File: config.mk
export PLATFORM = sky130hd
export DESIGN_NAME = ofmap_writer
export DESIGN_NICKNAME = d
export VERILOG_FILES = /design/src/rtl/ofmap_writer.sv
export SDC_FILE = /design/constraint.sdc
export NUM_CORES = 1
export LEC_CHECK = 0
export CAP_MARGIN = 20
export CORE_ASPECT_RATIO = 1.5
export CORE_MARGIN = 3
export CORE_UTILIZATION = 56
export DETAILED_ROUTE_END_ITERATION = 12
export HOLD_SLACK_MARGIN = 0.15
export PLACE_DENSITY = 0.8
export SLEW_MARGIN = 20
export SYNTH_ARGS = -nofsm -noshare
export SYNTH_HDL_FRONTEND = slang
export SYNTH_SLANG_ARGS = --single-unit
File: constraint.sdc
create_clock -name clk -period 7.66 [get_ports clk]
set_input_delay 2.298 -clock clk [delete_from_list [all_inputs] [get_ports clk]]
set_output_delay 2.298 -clock clk [all_outputs]
set_load 0.05 [all_outputs]
File: src/rtl/ofmap_writer.sv
// ofmap_writer: scatters im2col-ordered GEMM results (pixel major, channel minor)
// into planar CHW output memory, deriving O=(N-K)/S+1 and P=O*O iteratively.
module ofmap_writer #(
  parameter int TENSOR_W   = 8,
  parameter int CHANNELS_W = 8,
  parameter int STRIDE_W   = 4,
  parameter int ADDR_W     = 16,
  parameter int DATA_W     = 32
) (
  input  logic                  clk,
  input  logic                  rst,
  input  logic                  enable,
  input  logic [TENSOR_W-1:0]   tensor_size,
  input  logic [TENSOR_W-1:0]   kernel_size,
  input  logic [CHANNELS_W-1:0] channels,
  input  logic [STRIDE_W-1:0]   stride,
  input  logic [ADDR_W-1:0]     base_addr,
  input  logic                  in_valid,
  input  logic [DATA_W-1:0]     in_data,
  output logic                  in_ready,
  output logic                  wr_en,
  output logic [ADDR_W-1:0]     wr_addr,
  output logic [DATA_W-1:0]     wr_data,
  output logic                  done
);

  localparam int P_W   = 2 * TENSOR_W;
  localparam int DIV_W = (TENSOR_W > STRIDE_W) ? TENSOR_W : STRIDE_W;
  localparam int CB_W  = CHANNELS_W + P_W;
  localparam int SUM_W = ((ADDR_W > CB_W) ? ADDR_W : CB_W) + 2;

  typedef enum logic [2:0] {IDLE, DIV, MUL, RUN, DONE} state_t;
  state_t state, state_next;

  logic [STRIDE_W-1:0]   stride_r;
  logic [CHANNELS_W-1:0] chan_r;
  logic [ADDR_W-1:0]     base_r;
  logic [DIV_W-1:0]      rem;
  logic [TENSOR_W-1:0]   q, o_size, cnt;
  logic [P_W-1:0]        p_size, pix;
  logic [CHANNELS_W-1:0] oc;
  logic [CB_W-1:0]       chan_base;
  logic                  job_illegal, div_step, mul_last, accept, last_chan, last_beat;
  logic [SUM_W-1:0]      addr_full;

  assign job_illegal = (kernel_size == '0) || (stride == '0) || (channels == '0) ||
                       (kernel_size > tensor_size);
  assign div_step    = rem >= DIV_W'(stride_r);
  assign mul_last    = cnt == (o_size - TENSOR_W'(1));
  assign accept      = in_valid && in_ready;
  assign last_chan   = oc == (chan_r - CHANNELS_W'(1));
  assign last_beat   = last_chan && (pix == (p_size - P_W'(1)));
  // oc*P is carried in chan_base, so the address is a plain three-way add
  assign addr_full   = SUM_W'(base_r) + SUM_W'(chan_base) + SUM_W'(pix);

  always_ff @(posedge clk or posedge rst) begin
    if (rst) state <= IDLE;
    else     state <= state_next;
  end

  always_comb begin
    state_next = state;
    case (state)
      IDLE:    if (enable) state_next = job_illegal ? DONE : DIV;
      DIV:     if (!div_step) state_next = MUL;
      MUL:     if (mul_last) state_next = RUN;
      RUN:     if (accept && last_beat) state_next = DONE;
      DONE:    if (!enable) state_next = IDLE;
      default: state_next = IDLE;
    endcase
  end

  // in_ready rises one cycle after entering RUN and drops with the final accept
  always_ff @(posedge clk or posedge rst) begin
    if (rst) begin
      in_ready  <= 1'b0;
      wr_en     <= 1'b0;
      wr_addr   <= '0;
      wr_data   <= '0;
      done      <= 1'b0;
      stride_r  <= '0;
      chan_r    <= '0;
      base_r    <= '0;
      rem       <= '0;
      q         <= '0;
      o_size    <= '0;
      cnt       <= '0;
      p_size    <= '0;
      pix       <= '0;
      oc        <= '0;
      chan_base <= '0;
    end else begin
      in_ready <= (state == RUN) && (state_next == RUN);
      done     <= (state == DONE);
      wr_en    <= accept;
      if (accept) begin
        wr_addr <= addr_full[ADDR_W-1:0];
        wr_data <= in_data;
      end
      case (state)
        IDLE: begin
          if (enable) begin
            stride_r <= stride;
            chan_r   <= channels;
            base_r   <= base_addr;
            rem      <= DIV_W'(tensor_size - kernel_size);
            q        <= '0;
          end
        end
        DIV: begin
          if (div_step) begin
            rem <= rem - DIV_W'(stride_r);
            q   <= q + TENSOR_W'(1);
          end else begin
            o_size <= q + TENSOR_W'(1);
            p_size <= '0;
            cnt    <= '0;
          end
        end
        MUL: begin
          p_size    <= p_size + P_W'(o_size);
          cnt       <= cnt + TENSOR_W'(1);
          oc        <= '0;
          pix       <= '0;
          chan_base <= '0;
        end
        RUN: begin
          if (accept) begin
            if (last_chan) begin
              oc        <= '0;
              chan_base <= '0;
              pix       <= pix + P_W'(1);
            end else begin
              oc        <= oc + CHANNELS_W'(1);
              chan_base <= chan_base + CB_W'(p_size);
            end
          end
        end
        default: ;
      endcase
    end
  end

endmodule

==> out/results.md, run 1 <==
| Parameter | Value |
| --- | --- |
| Status | finished, final reports clean |
| Mean number of vias per cell | 5.87 |
| Final WL | 24400 microns |
| Number of standard cells after synthesis | 1094 |
| Total power per unit cell area | 181 nW/um^2 |
| Largest cells by area after synthesis | dfrtp_1 41%, ha_1 6.8%, nand2_1 6.0% |
| Final Hold Vio Count | 0 |
| Unrepaired setup endpoints after global routing | false |
| Drt wl/cell | 17.0 microns |
| Die extent in x | 117 microns |
| Quantity of gates resized following cts | 0 |
| Fraction of final layout cells with drive strength greater than 1 | 7.52% |
| Clock group share of total power | 38.3% |
| Total die area | 20000 sq um |
| Die Height | 172 microns |
| Max-Cap Viols | 0 |
| Global-route met3 utilization | 4.29% |
| CTS sink count | 170 |
| Net count after synthesis | 1250 |
| Minimum hold slack | 0.482 ns |
| Relative slew slack | 36.3% |
| Fill cell instance count of the final layout | 1376 |
| Area after detailed placement | 11800 sq um |
| Via count | 8457 |
| Post-route non-filler standard cell count | 1440 |
| Combinational share of power | 17.2% |
| Kind of end point of the critical path | register |
| Worst setup SP type | input port |
| Summed instance area of the synthesized netlist | 10300 sq um |
| Starting Density | 57.2% |
| Max Fclk | 208 MHz |
| Clock tree skew after final layout | 0.0174 ns |
| Sequential Power Share | 44.5% |
| Std-Cell Rows | 60 |
| Clock slew at the register clock pins of the worst setup and hold paths | 0.07 ns |
| Cell Chain, Critical Path | clkdlybuf4s50_1, nand2_1, buf_4, inv_2, nand2_1, or4_1, nor4_1, or2_1, o211ai_1 |
| Max stage delay cell, worst path | inv_2 |
| Psw | 0.000692 W |
| # DRC | 0 |
| Cell-internal power | 0.00154 W |
| Placed insts | 1408 |
| Max IR drop VDD | 110 uV |
| Finished Cell Area | 12300 sq um |
| Synth area leader | dfrtp_1 |
| Final worst path period need | 4.81 ns |
| Count of endpoints failing setup in the final report | 0 |
| Type of the most critical hold path | register to register |
| Clk buf depth | 2 |
| Total track usage | 24.8% |
| Number of pins with negative max-slew slack in the final report | 0 |
| N_diodes | 0 |
| Clock insertion delay at the later pin of the skew report | 0.44 ns |
| Area growth from synthesis to final layout | 20.2% |
| Maximum number of pins on one net before global-route repair | 67 |
| Most frequent cell after synthesis | dfrtp_1 |
| Dominant register cell in the synthesized netlist | dfrtp_1 |
| Required time at the endpoint of the critical path | 7.95 ns |
| DR iter-0 viols | 559 |
| First-pass GRT wire length | 39500 microns |
| Register bit total from synthesis | 170 |
| GPL Wtd Cong | 0.884 |
| Leak | 5.67 nW |
| Area of the core | 17900 sq um |
| Ports | 131 |
| Transition time of the tightest slew-check pin | 0.944 ns |
| Post-route ant nets | 0 |
| H-tree level count | 4 |
| Count of yosys warnings during synthesis | 0 |
| Global routing usage on met2 | 43.7% |
| R2R Path Start | pix[2]$_DFFE_PP0P_ |
| Post-detail-place hpwl | 17700 microns |
| Net count reported at finish | 1366 |
| Origin of the worst min-delay path | wr_addr[8]$_DFFE_PP0P_ |
| IO Port Bufs | 130 |
| Critical Path Most Common Cell | nand2_1 |
| Start point of the critical path | in_valid |
| Hold Buf Count CTS | 0 |
| CTS Root Buffer Type | clkbuf_16 |
| Sw Ratio | 31.1% |
| Share of the synthesized area in the top cell type | 41.4% |
| Signal arrival time at the worst endpoint | 5.09 ns |
| Period Utilization, post-route | 62.8% |
| Synth unique cells | 61 |
| Setup TNS Final | 0 ns |
| Type of the setup path with the least slack | input port to register |
| DR pass1 iterations | 5 |
| Part of the Yosys area used for sequential elements | 41.4% |
| Antenna violations before repair | 0 |
| Most instantiated cells after synthesis | 170 x dfrtp_1, 165 x nand2_1, 88 x o21ai_0 |
| Met1 track demand over resource | 28.0% |
| Fraction of synthesis flops using an asynchronous set or reset pin | 100% |
| Layer with the highest usage after global routing | met2 |
| Utilization of the core after routing | 68.8% |
| Largest driver fanout on the critical path | 37 |
| Clock tree from TritonCTS | yes |
| Post-Syn Area per Cell | 9.39 sq um |
| Vias in the first global route | 8266 |
| Cts bufs inserted | 17 |
| Remaining global-route overflow | 0 |
| Slowest Stage Delay on Critical Path | 0.61 ns |
| Buffer count from post-CTS setup fixing | 0 |
| EDFF count, synth | 0 |
## cells in the final DEF (no fill, tap or decap), types with 10 or more instances in the layout
master | synthesis | layout
a21o_1 | 10 | 10
nand2_1 | 165 | 165
a21oi_1 | 40 | 40
fa_1 | 20 | 20
a22o_1 | 15 | 15
dfrtp_1 | 170 | 170
and3_1 | 16 | 16
nor2b_1 | 15 | 15
inv_1 | 50 | 49
ha_1 | 56 | 56
nor4_1 | 15 | 15
o21ai_0 | 88 | 88
mux2_2 | 35 | 35
xor2_1 | 45 | 45
nand3_1 | 45 | 45
nor3_1 | 23 | 22
clkbuf_16 | 0 | 17
nor2_1 | 65 | 64
clkdlybuf4s50_1 | 0 | 130
xnor2_1 | 55 | 55
## worst max-delay path, delay by kind of cell
kind                   cells  cell delay (ns)
AOI/OAI and AO/OA          1             0.09
buffers and inverters      3             1.31
and+or+nand+nor            5             1.38
## layer usage
layer	up-vias	wire length (microns)
li1	4047	-
met1	4049	9380
met2	282	12600
met3	79	1190
met4	0	1250
met5	-	0
## state kept, by name, indices dropped and copies added, names as in the netlist, 4 cells and up
register / cells
cnt: 8
wr_addr: 16
oc: 8
pix: 16
chan_r: 8
o_size: 8
wr_data: 32
p_size: 16
stride_r: 4
chan_base: 16
rem: 8
base_r: 16
q: 8
## cells by family (layout without fill, tap and decap cells)
family	count (synthesis)	count (layout)	share of synthesized area, %
AND/OR/NAND/NOR	397	397	18.4
AO/OA/AOI/OAI	218	218	13.1
flip-flops	170	170	41.4
XOR/XNOR	100	100	8.53
buffers and inverters	92	221	3.39
adder cells (fa/ha/maj)	76	76	10.7
multiplexers	41	41	4.42
## final cells by class
| cell class | instances | area, sq um | area share [%] |
|---|---|---|---|
| clock buffers | 17 | 425 | 3.45 |
| clock inverters | 15 | 155 | 1.26 |
| inverters | 51 | 196 | 1.59 |
| multi-input cells | 832 | 5670 | 46.0 |
| flip-flops and latches | 170 | 4250 | 34.5 |
| well taps | 217 | 272 | 2.20 |
| repair buffers | 138 | 1360 | 11.0 |
## worst paths after layout
path / end / slack (ns) / depth (start not counted)
setup / recovery: state[0]$_DFF_PP0_ / 2.85 / 9
hold / removal: wr_addr[8]$_DFFE_PP0P_ / 0.48 / 2
setup reg to reg: wr_addr[14]$_DFFE_PP0P_ / 3.76 / 11
hold reg to reg: wr_addr[8]$_DFFE_PP0P_ / 0.48 / 2
max in group asynchronous: oc[3]$_DFFE_PP0P_ / 4.12 / 3
min in group asynchronous: wr_addr[4]$_DFFE_PP0P_ / 2.30 / 2
## stage by stage
| step | total power [W] | worst slack (ns) |
|---|---|---|
| after global placement | 0.00138 | 2.59 |
| after detailed placement | 0.00139 | 2.53 |
| final | 0.00223 | 2.85 |
| after global routing | 0.00231 | 2.69 |
| after floorplan | 0.00124 | 0.759 |
| after CTS | 0.00224 | 2.85 |
## power groups by stage
stage / logic, W / registers [W] / clock network (W)
floorplan: 0.000156 / 0.00108 / 0
global placement: 0.000373 / 0.00101 / 0
detailed placement: 0.000384 / 0.00101 / 0
CTS: 0.000387 / 0.000990 / 0.000861
global route: 0.000415 / 0.000997 / 0.000899
finish: 0.000384 / 0.000991 / 0.000854
No activity file was read; power rests on OpenSTA's default activity.
==> run 2, diff against run 1 <==
Settings changed: CORE_UTILIZATION 56 to 51, PLACE_DENSITY 0.8 to 0.76.
Clock period 7.66 ns to 3.86 ns, I/O delays scaled along.
==> out/results.md, run 2 (synthesis gave the netlist of run 1 again) <==
| Parameter | Value | Delta |
| --- | --- | --- |
| First-pass GRT wire length | 39400 microns | -0.21% |
| Mean number of vias per cell | 5.50 | -6.3% |
| Remaining global-route overflow | 0 | unchanged |
| Max-Cap Viols | 0 | unchanged |
| Std-Cell Rows | 62 | +3.3% |
| Post-route ant nets | 0 | unchanged |
| Drt wl/cell | 15.8 microns | -6.9% |
| N_diodes | 0 | unchanged |
| Period Utilization, post-route | 90.0% |  |
| CTS sink count | 170 | unchanged |
| Clock tree from TritonCTS | yes |  |
| Area used by multi-input combinational logic | 5670 sq um | unchanged |
| Placed insts | 1454 | +3.3% |
| Leading cell type in the layout, fill and taps excluded | dfrtp_1 |  |
| Buffer count from post-CTS setup fixing | 0 | unchanged |
| Net count reported at finish | 1373 | +0.51% |
| Die extent in x | 122 microns | +4.5% |
| Clk buf depth | 2 | unchanged |
| Cell Chain, Critical Path | fa_1, ha_1, a21o_1, a21oi_1, o21ai_0, o41ai_1, buf_4, o21ai_0, or4_1, a31oi_1, xor2_1, o21ai_1 |  |
| Post-detail-place hpwl | 17700 microns | about the same |
| Total track usage | 22.2% | -2.6 points |
| Fraction of final layout cells with drive strength greater than 1 | 8.05% | +0.53 points |
| Crit path buf inv count | 1 | -2 |
| Max Fclk | 288 MHz |  |
| Worst setup SP type | register |  |
| Total power per unit cell area | 353 nW/um^2 | +96% |
| Signal arrival time at the worst endpoint | 3.79 ns | -1.30 ns |
| Depth of the worst register-to-register path | 12 | +1 |
| Max IR drop VDD | 291 uV | +170% |
| Sequential cell area in the final layout | 4250 sq um | unchanged |
| Clock insertion delay at the later pin of the skew report | 0.43 ns | about the same |
| Post-route non-filler standard cell count | 1486 | +3.2% |
| Antenna violations before repair | 0 | unchanged |
| Clock slew at the register clock pins of the worst setup and hold paths | 0.07 ns | about the same |
| Commonest cells after routing, fill and taps aside | 170 x dfrtp_1, 165 x nand2_1, 130 x clkdlybuf4s50_1 |  |
| DR pass1 iterations | 4 | -1 |
| Final Hold Vio Count | 0 | unchanged |
| Number of cells traversed by the worst hold path | 2 | unchanged |
| Top Family by Delay on Critical Path | compound AO/OA/AOI/OAI gates |  |
| Fill cell instance count of the final layout | 1603 | +16% |
| # DRC | 0 | unchanged |
| Number of stages on the worst setup path | 12 | +3 |
| Area of the core | 19500 sq um | +8.5% |
| End of the worst register-to-register path | wr_addr[14]$_DFFE_PP0P_ |  |
| Cts bufs inserted | 17 | unchanged |
| Leak | 5.71 nW | +0.69% |
| Transition time of the tightest slew-check pin | 0.763 ns | -0.180 ns |
| Via count | 8175 | -3.3% |
| H-tree level count | 4 | unchanged |
| Largest driver fanout on the critical path | 7 | -81% |
| Largest Register | wr_data |  |
| Final WL | 23400 microns | -4.0% |
| Status | finished, final reports clean |  |
| Ports | 131 | unchanged |
| Die Height | 180 microns | +4.6% |
| Required time at the endpoint of the critical path | 4.17 ns | -3.78 ns |
| Count of endpoints failing setup in the final report | 0 | unchanged |
| Endpoint of the worst hold path | wr_addr[10]$_DFFE_PP0P_ |  |
| Setup slack on the worst flop-to-flop path | 0.38 ns | -3.38 ns |
| Slowest Stage Delay on Critical Path | 0.52 ns | -0.09 ns |
| Critical Path Most Common Cell | o21ai_0 |  |
| DR iter-0 viols | 387 | -31% |
| Largest register FFs | 32 | unchanged |
| Number of pins with negative max-slew slack in the final report | 0 | unchanged |
| Relative slew slack | 49.0% | +13 points |
| Clock tree skew after final layout | 0.00977 ns | -0.00768 ns |
| IO Port Bufs | 130 | unchanged |
| Starting Density | 52.7% | -4.5 points |
| GPL Wtd Cong | 0.845 | -4.5% |
| Maximum number of pins on one net before global-route repair | 95 | +42% |
| Type of the most critical hold path | register to register |  |
| Area growth from synthesis to final layout | 21.4% |  |
| Type of the setup path with the least slack | register to register |  |
| Total die area | 21900 sq um | +9.4% |
| Quantity of gates resized following cts | 0 | unchanged |
| Vias in the first global route | 8327 | +0.74% |
| Final worst path period need | 3.48 ns |  |
| Kind of end point of the critical path | register |  |
| Setup TNS Final | 0 ns | unchanged |
| R2R Path Start | pix[2]$_DFFE_PP0P_ |  |
| Max stage delay cell, worst path | fa_1 |  |
| Unrepaired setup endpoints after global routing | false |  |
| Hold Buf Count CTS | 0 | unchanged |
| CTS Root Buffer Type | clkbuf_16 |  |
| Origin of the worst min-delay path | wr_addr[10]$_DFFE_PP0P_ |  |
[run 2: how the worst max path moves through the flow]
stage / from / endpoint / slack (ns)
2_1_floorplan: rst / base_r[0]$_DFFE_PP0P_ / 0.53
3_3_place_gp: tensor_size[0] / state[2]$_DFF_PP0_ / 0.32
3_5_place_dp: tensor_size[0] / state[2]$_DFF_PP0_ / 0.22
4_1_cts: pix[2]$_DFFE_PP0P_ / wr_addr[14]$_DFFE_PP0P_ / 0.38
5_1_grt: pix[2]$_DFFE_PP0P_ / wr_addr[14]$_DFFE_PP0P_ / 0.20
6_report: pix[2]$_DFFE_PP0P_ / wr_addr[14]$_DFFE_PP0P_ / 0.38
[run 2: report_power, final]
part | leakage (nW) | internal (W) | switching (W)
Combinational | 3.25 | 0.000327 | 0.000438
Sequential | 2.19 | 0.00187 | 0.0000899
Clock | 0.275 | 0.000913 | 0.000768
[run 2: layout make-up]
| type | instances | share of cell area, % |
|---|---|---|
| multi-input cells | 832 | 45.5 |
| flip-flops and latches | 170 | 34.1 |
| repair buffers | 145 | 11.5 |
| well taps | 256 | 2.57 |
| inverters | 51 | 1.57 |
| clock buffers | 17 | 3.41 |
| clock inverters | 15 | 1.23 |
[run 2: layer usage]
metal / global-route usage (%) / wire length, microns / vias to the layer above
met5: 0 / 0 / -
met4: 9.33 / 807 / 0
met3: 3.81 / 1150 / 41
met2: 40.9 / 12500 / 174
met1: 24.8 / 8960 / 3904
li1: - / - / 4056
[run 2: through the flow]
stage               cell area (sq um)  worst slack, ns  util [%]  hold slack [ns]  total power (W)
finish                          12500            0.385      64.0            0.480          0.00440
floorplan                       10300            0.533         -            0.440          0.00246
detailed placement              11900            0.218      61.0            0.466          0.00277
global route                    12500            0.204      64.0            0.514          0.00460
global placement                11900            0.318      61.0            0.459          0.00274
CTS                             12500            0.383      64.0            0.484          0.00445
[run 2: tightest hold or removal path, stage by stage (launching register included)]
cell and delay [ns]:
dfrtp_1 0.34, nand2_1 0.04, o21ai_0 0.06
==> run 3, diff against run 2 <==
--- a/constraint.sdc
+++ b/constraint.sdc
@@ -3,2 +3,2 @@
 set_output_delay 1.158 -clock clk [all_outputs]
-set_load 0.05 [all_outputs]
+set_load 0.02 [all_outputs]
==> results of run 3 <==
Same layout as run 2 (identical final DEF). Status: finished, final reports clean.
Main changes from that run: total power 0.00440 W -> 0.00429 W; worst IR drop on VDD 291 uV -> 290 uV
